[src/rtl/state2_drv.sv]
// state2_drv: sequence driver and checker for a small controlled FSM.
//
// Drives registered stimulus {i1,i2} into the controlled FSM one step per
// cycle and compares the observed {o1,o2,err} against the expected value
// for each step. The controlled FSM's outputs are registered, so step k
// (driven at edge k) is checked at edge k+2 through a 2-deep pipeline.
//
// Ports:
//   clk        rising-edge clock
//   nrst       synchronous active-low reset
//   start      command strobe, taken only in IDLE
//   mode       00 loop, 01 error-inject, 10 recovery, 11 illegal
//   loops      repetition count for modes 00/10 (ignored in mode 01)
//   abort      terminate the running sequence (ignored while not busy)
//   o1,o2,err  observed outputs of the controlled FSM
//   i1,i2      registered stimulus to the controlled FSM
//   busy       sequence in progress (RUN or DRAIN)
//   done       one-cycle completion pulse (DONE state)
//   fail_code  00 pass, 01 precondition, 10 mismatch, 11 abort/illegal
//   fail_step  index of the first mismatching step (valid for code 10)
//   dbg_state  current driver state: 0 IDLE, 1 RUN, 2 DRAIN, 3 DONE
//
// Command semantics: start is a strobe, not a handshake. It is sampled only
// while the driver is in IDLE; start while busy (or in the DONE cycle) is
// dropped. busy and done are decoded from the state register, so busy falls
// on the same edge that done rises.
module state2_drv #(
    parameter int LW = 4
) (
    input  logic          clk,
    input  logic          nrst,
    input  logic          start,
    input  logic [1:0]    mode,
    input  logic [LW-1:0] loops,
    input  logic          abort,
    input  logic          o1,
    input  logic          o2,
    input  logic          err,
    output logic          i1,
    output logic          i2,
    output logic          busy,
    output logic          done,
    output logic [1:0]    fail_code,
    output logic [5:0]    fail_step,
    output logic [1:0]    dbg_state
);

    typedef enum logic [1:0] {
        ST_IDLE  = 2'd0,
        ST_RUN   = 2'd1,
        ST_DRAIN = 2'd2,
        ST_DONE  = 2'd3
    } state_t;

    // One pending compare: expected {o1,o2,err} and the step it belongs to.
    typedef struct packed {
        logic       vld;
        logic [2:0] exp;
        logic [5:0] idx;
    } pipe_t;

    state_t     state_q, state_d;
    logic [1:0] mode_q, mode_d;
    logic [5:0] total_q, total_d;
    logic [5:0] step_q, step_d;
    logic [1:0] phase_q, phase_d;
    logic [1:0] i_q, i_d;
    pipe_t      p0_q, p0_d;
    pipe_t      p1_q, p1_d;
    logic [1:0] fcode_q, fcode_d;
    logic [5:0] fstep_q, fstep_d;

    logic [2:0]    obs;
    logic [LW+1:0] loops_x;
    logic [5:0]    tot;
    logic [1:0]    last_phase;
    logic [4:0]    cur_step;
    logic [4:0]    first_step;
    logic          mismatch;
    logic          pending;

    assign obs     = {o1, o2, err};
    assign loops_x = {2'b00, loops};

    // Step table, returns {i1,i2, expected o1,o2,err}.
    function automatic logic [4:0] step_of(input logic [1:0] m, input logic [1:0] ph);
        logic [4:0] r;
        case ({m, ph})
            4'b00_00: r = 5'b11_100;
            4'b00_01: r = 5'b11_010;
            4'b00_10: r = 5'b10_000;
            4'b01_00: r = 5'b10_111;
            4'b01_01: r = 5'b10_111;
            4'b01_10: r = 5'b00_000;
            4'b10_00: r = 5'b11_100;
            4'b10_01: r = 5'b11_010;
            4'b10_10: r = 5'b00_111;
            4'b10_11: r = 5'b00_000;
            default:  r = 5'b00_000;
        endcase
        return r;
    endfunction

    // Total number of steps for the requested sequence.
    always_comb begin
        case (mode)
            2'b10:   tot = 6'(loops_x << 2);
            2'b01:   tot = 6'd3;
            default: tot = 6'(loops_x + (loops_x << 1));
        endcase
    end

    assign last_phase = (mode_q == 2'b10) ? 2'd3 : 2'd2;
    assign cur_step   = step_of(mode_q, phase_q);
    assign first_step = step_of(mode, 2'd0);
    assign mismatch   = p1_q.vld && (obs != p1_q.exp);
    // Abort only matters while a sequence still has work outstanding; the
    // wait cycle after an early termination is not abortable.
    assign pending    = (state_q == ST_RUN) || p0_q.vld || p1_q.vld;

    always_comb begin
        state_d = state_q;
        mode_d  = mode_q;
        total_d = total_q;
        step_d  = step_q;
        phase_d = phase_q;
        i_d     = i_q;
        p0_d    = p0_q;
        p1_d    = p1_q;
        fcode_d = fcode_q;
        fstep_d = fstep_q;

        case (state_q)
            ST_IDLE: begin
                if (start) begin
                    mode_d  = mode;
                    fstep_d = 6'd0;
                    p0_d    = '0;
                    p1_d    = '0;
                    i_d     = 2'b00;
                    // Early exits go through an empty DRAIN so done lands
                    // exactly one cycle after the start edge.
                    if (mode == 2'b11) begin
                        fcode_d = 2'b11;
                        state_d = ST_DRAIN;
                    end else if (obs != 3'b000) begin
                        fcode_d = 2'b01;
                        state_d = ST_DRAIN;
                    end else if ((mode != 2'b01) && (loops == '0)) begin
                        fcode_d = 2'b00;
                        state_d = ST_DRAIN;
                    end else begin
                        fcode_d = 2'b00;
                        total_d = tot;
                        i_d     = first_step[4:3];
                        p0_d    = '{vld: 1'b1, exp: first_step[2:0], idx: 6'd0};
                        step_d  = 6'd1;
                        phase_d = 2'd1;
                        state_d = ST_RUN;
                    end
                end
            end

            ST_RUN, ST_DRAIN: begin
                p1_d = p0_q;
                p0_d = '0;
                if (mismatch) begin
                    fcode_d = 2'b10;
                    fstep_d = p1_q.idx;
                    i_d     = 2'b00;
                    p1_d    = '0;
                    state_d = ST_DRAIN;
                end else if (abort && pending) begin
                    fcode_d = 2'b11;
                    i_d     = 2'b00;
                    p1_d    = '0;
                    state_d = ST_DRAIN;
                end else if (state_q == ST_RUN) begin
                    if (step_q == total_q) begin
                        i_d     = 2'b00;
                        state_d = ST_DRAIN;
                    end else begin
                        i_d     = cur_step[4:3];
                        p0_d    = '{vld: 1'b1, exp: cur_step[2:0], idx: step_q};
                        step_d  = step_q + 6'd1;
                        phase_d = (phase_q == last_phase) ? 2'd0 : phase_q + 2'd1;
                    end
                end else if (!p0_q.vld && !p1_q.vld) begin
                    state_d = ST_DONE;
                end
            end

            ST_DONE: begin
                state_d = ST_IDLE;
            end

            default: begin
                state_d = ST_IDLE;
            end
        endcase
    end

    always_ff @(posedge clk) begin
        if (!nrst) begin
            state_q <= ST_IDLE;
            mode_q  <= 2'b00;
            total_q <= 6'd0;
            step_q  <= 6'd0;
            phase_q <= 2'd0;
            i_q     <= 2'b00;
            p0_q    <= '0;
            p1_q    <= '0;
            fcode_q <= 2'b00;
            fstep_q <= 6'd0;
        end else begin
            state_q <= state_d;
            mode_q  <= mode_d;
            total_q <= total_d;
            step_q  <= step_d;
            phase_q <= phase_d;
            i_q     <= i_d;
            p0_q    <= p0_d;
            p1_q    <= p1_d;
            fcode_q <= fcode_d;
            fstep_q <= fstep_d;
        end
    end

    assign i1        = i_q[1];
    assign i2        = i_q[0];
    assign busy      = (state_q == ST_RUN) || (state_q == ST_DRAIN);
    assign done      = (state_q == ST_DONE);
    assign fail_code = fcode_q;
    assign fail_step = fstep_q;
    assign dbg_state = state_q;

endmodule

[config.mk]
export PLATFORM = sky130hd
export DESIGN_NAME = state2_drv
export DESIGN_NICKNAME = d
export VERILOG_FILES = /design/src/rtl/state2_drv.sv
export SDC_FILE = /design/constraint.sdc
export NUM_CORES = 1
export LEC_CHECK = 0
export BUFFER_PORTS_ARGS = -buffer_cell sky130_fd_sc_hd__buf_4
export CAP_MARGIN = 0
export CORE_AREA = 10 10 102 68
export DETAILED_ROUTE_END_ITERATION = 8
export DIE_AREA = 0 0 112 78
export GPL_TIMING_DRIVEN = 0
export PLACE_DENSITY = 0.88
export SYNTH_ARGS = -nofsm -noshare
export SYNTH_HDL_FRONTEND = slang
export SYNTH_SLANG_ARGS = --single-unit
export TNS_END_PERCENT = 50
[constraint.sdc]
create_clock -name clk -period 2.7 [get_ports clk]
set_input_delay 0.27 -clock clk [delete_from_list [all_inputs] [get_ports clk]]
set_output_delay 0.27 -clock clk [all_outputs]
set_load 0.03 [all_outputs]
==> impl_results.md <==
* Yosys warns at 0
* Clk_skew at between 0.006 and 0.007 ns
* Status: finished clean
* Measured slew at the worst slew-check pin at roughly 0.66 ns
* First-pass GRT wire length at approximately 12000 um
* Relative slew slack at approximately 56%
* Top_reg_cell synth: dfxtp_1
* Die span in x at around 110 um
* Slew Limit Fails at 0
* Most frequent cells in the layout: dfxtp_1, nand2_1, nand3_1
* CTS Root Cell: clkbuf_8
* 1st-iter DRT viols at between 200 and 250
* Clock sink count at between 40 and 50
* CP max FO at 10
* Setup Buffers After CTS at 0
* Hold Fails Final Rpt at 0
* End of the critical path: step_q[4]
* Hold_buf cts at 0
* Post-Place Cells at 429
* Final antenna-violating net count at 0
* Commonest non-fill, non-tap cell in the layout: dfxtp_1
* Number of port buffers at 25
* Initial antenna violation count at 0
* CTS buffer count at 5
* Layout cells sized above 1 at 16.0%
* Clk pin slew, worst setup/hold paths at ~0.10 ns
* Drt wl/cell at 17.3 um
* Maximum clock path buffer count at 2
* Drt total wl at around 7600 um
* Initial Util at a little under three fifths
* Max H-tree Level at 2
* Ant diodes at 0
* Cell Count, Final, Fillers Out at around 440
* Endpoint of the worst register-to-register path: step_q[4]
* R2r setup slk at 0.21 ns
* Via count at roughly 2600
* Final #Nets at slightly above 400
* Setup crit start: dbg_state[1]
* Yosys cell types at 56
* Boundary Pins at 27
* RSZ-0062 raised after global routing: false
* CP most frequent cell: inv_1
* Post-synth top area cell: dfxtp_1
* Resized Gates After CTS at 0
* R2R cell count at 8
* Period utilization at 92.4%
* Global route total overflow at 0
* Final setup fails at 0
* Final Critical Period at roughly 2.5 ns
* Post-synth ARST share at 0%
* Core area at approximately 0.0052 mm2
* Synthesized instance count at around 340
* Critical path data arrival time at 2.73 ns
* Syn_area_per_cell at roughly 8.6 um2
* Syn Nets at approximately 370
* Final HPWL DP at around 5700 um
* Required @ worst endpoint at around 3 ns
* Die H at slightly below 80 um
* Critical path, cell by cell: inv_1, ha_1, clkbuf_8, inv_1, nor2_1, a2bb2oi_2, nand3_1, o32ai_2
* Max cap viols at 0
* EDFF count, synth at 0
* Die Area at roughly 0.0087 mm2
* Largest net degree at the start of global routing at 17
* Vias in the first global route at about 2400
* FP Rows at 21
* Skew-Pair Late Insertion Delay at approximately 0.31 ns
* Router iterations before antenna repair at 5
* Top post-synthesis cells by area: dfxtp_1, ha_1, nand3_1
* FMAX at approximately 400 MHz
* Peak VDD IR at between 0.3 and 0.4 mV
* CTS tree: yes
* Min-Delay Path Class: primary input to register
* Post-synthesis sequential area ratio at between 30% and 40%
* Post-Syn Area at between 0.002 and 0.003 mm2
* CP max stage cell: a2bb2oi_2
* Lkg Pwr at between 1 and 1.5 nW
* Avg Vias per Cell at about 6
* Layout area overhead at 14.3%
* Yosys top cell area share at between 30% and 40%
* CP Launch Type: register
* Post-route core utilization at a little over three fifths
* Critical path type: register to register
* PD cells at around 840 mW/mm2
* R2R Path Start: dbg_state[1]
* Gr usage total at between 10% and 20%
* Gpl congestion at between 0.9 and 1
* Worst stage delay on the critical path at roughly 0.46 ns
* CP endpoint kind: register
* DRC viols at 0
* Fin Setup TNS at 0 ns
* Register bit count reported by yosys at 48
[stage by stage]
stage	instance area, um2	total power [mW]	hold WS [ns]	setup WS [ns]
floorplan	2880	1.75	0.406	0.0125
global placement	3150	2.08	0.441	0.230
global route	3290	2.92	0.274	0.0135
CTS	3290	2.74	0.242	0.261
finish	3290	2.76	0.243	0.206
detailed placement	3150	2.11	0.443	0.204
[area by class of cell]
cell class | count | area [um2]
timing repair buffer | 25 | 188
sequential | 48 | 961
buffer | 20 | 129
clock inverter | 3 | 68.8
clock buffer | 5 | 68.8
inverter | 16 | 60.1
tap | 69 | 86.3
multi-input combinational | 251 | 1730
fill | 449 | 1940
[critical path: cells and delay by family (launching register included)]
family,cells,cell delay (ns)
AOI/OAI and AO/OA,2,0.75
buffers and inverters,3,0.47
DFF,1,0.45
and+or+nand+nor,2,0.42
adders and majority gates,1,0.32
[flip-flops by register name, summed over array words and instances, names as in the netlist, 6 cells and up]
register,count
fail_step,6
p0_q,10
p1_q,10
step_q,6
total_q,6
[cell families after synthesis]
group / Yosys count / share of synthesized area, %
mux: 11 / 3.82
buf+inv: 36 / 6.56
flops: 48 / 33.4
fa+ha+maj: 23 / 10.3
compound gates: 80 / 20.5
simple gates: 125 / 21.8
xor+xnor: 12 / 3.65
[metal layers]
| metal | vias to the layer above | share of wire [%] | global-route usage [%] |
|---|---|---|---|
| met5 | - | 0 | 0 |
| met4 | 0 | 0.73 | 3.28 |
| met3 | 12 | 8.6 | 3.92 |
| met2 | 115 | 42 | 24.7 |
| met1 | 1232 | 49 | 24.5 |
| li1 | 1273 | - | - |
[cell usage after synthesis, types with 4 or more instances]
cell type / count
nand2b_1: 6
o221ai_1: 4
nand2_1: 40
nand3_1: 38
and2_1: 4
a31oi_1: 5
xor2_1: 10
o211ai_1: 5
o21ai_0: 12
ha_1: 22
a21oi_1: 22
dfxtp_1: 48
nor2_1: 14
inv_1: 16
clkbuf_1: 9
o31ai_2: 5
mux2i_1: 11
[where the power goes]
group	internal, mW	switching, mW
clock network	0.373	0.265
logic	0.451	0.811
registers	0.784	0.0777
[worst min path at each step]
stage	startpoint	end	slack, ns	cells after the start
after global routing	mode[0]	mode_q[0]	0.27	3
after floorplan	mode[0]	mode_q[0]	0.41	2
after detailed placement	p1_q[2]	p1_q[2]	0.44	2
after global placement	p1_q[0]	p1_q[0]	0.44	2
after CTS	mode[0]	mode_q[0]	0.24	3
final	mode[0]	mode_q[0]	0.24	3
Note: power is estimated with default switching activity, not from simulation.
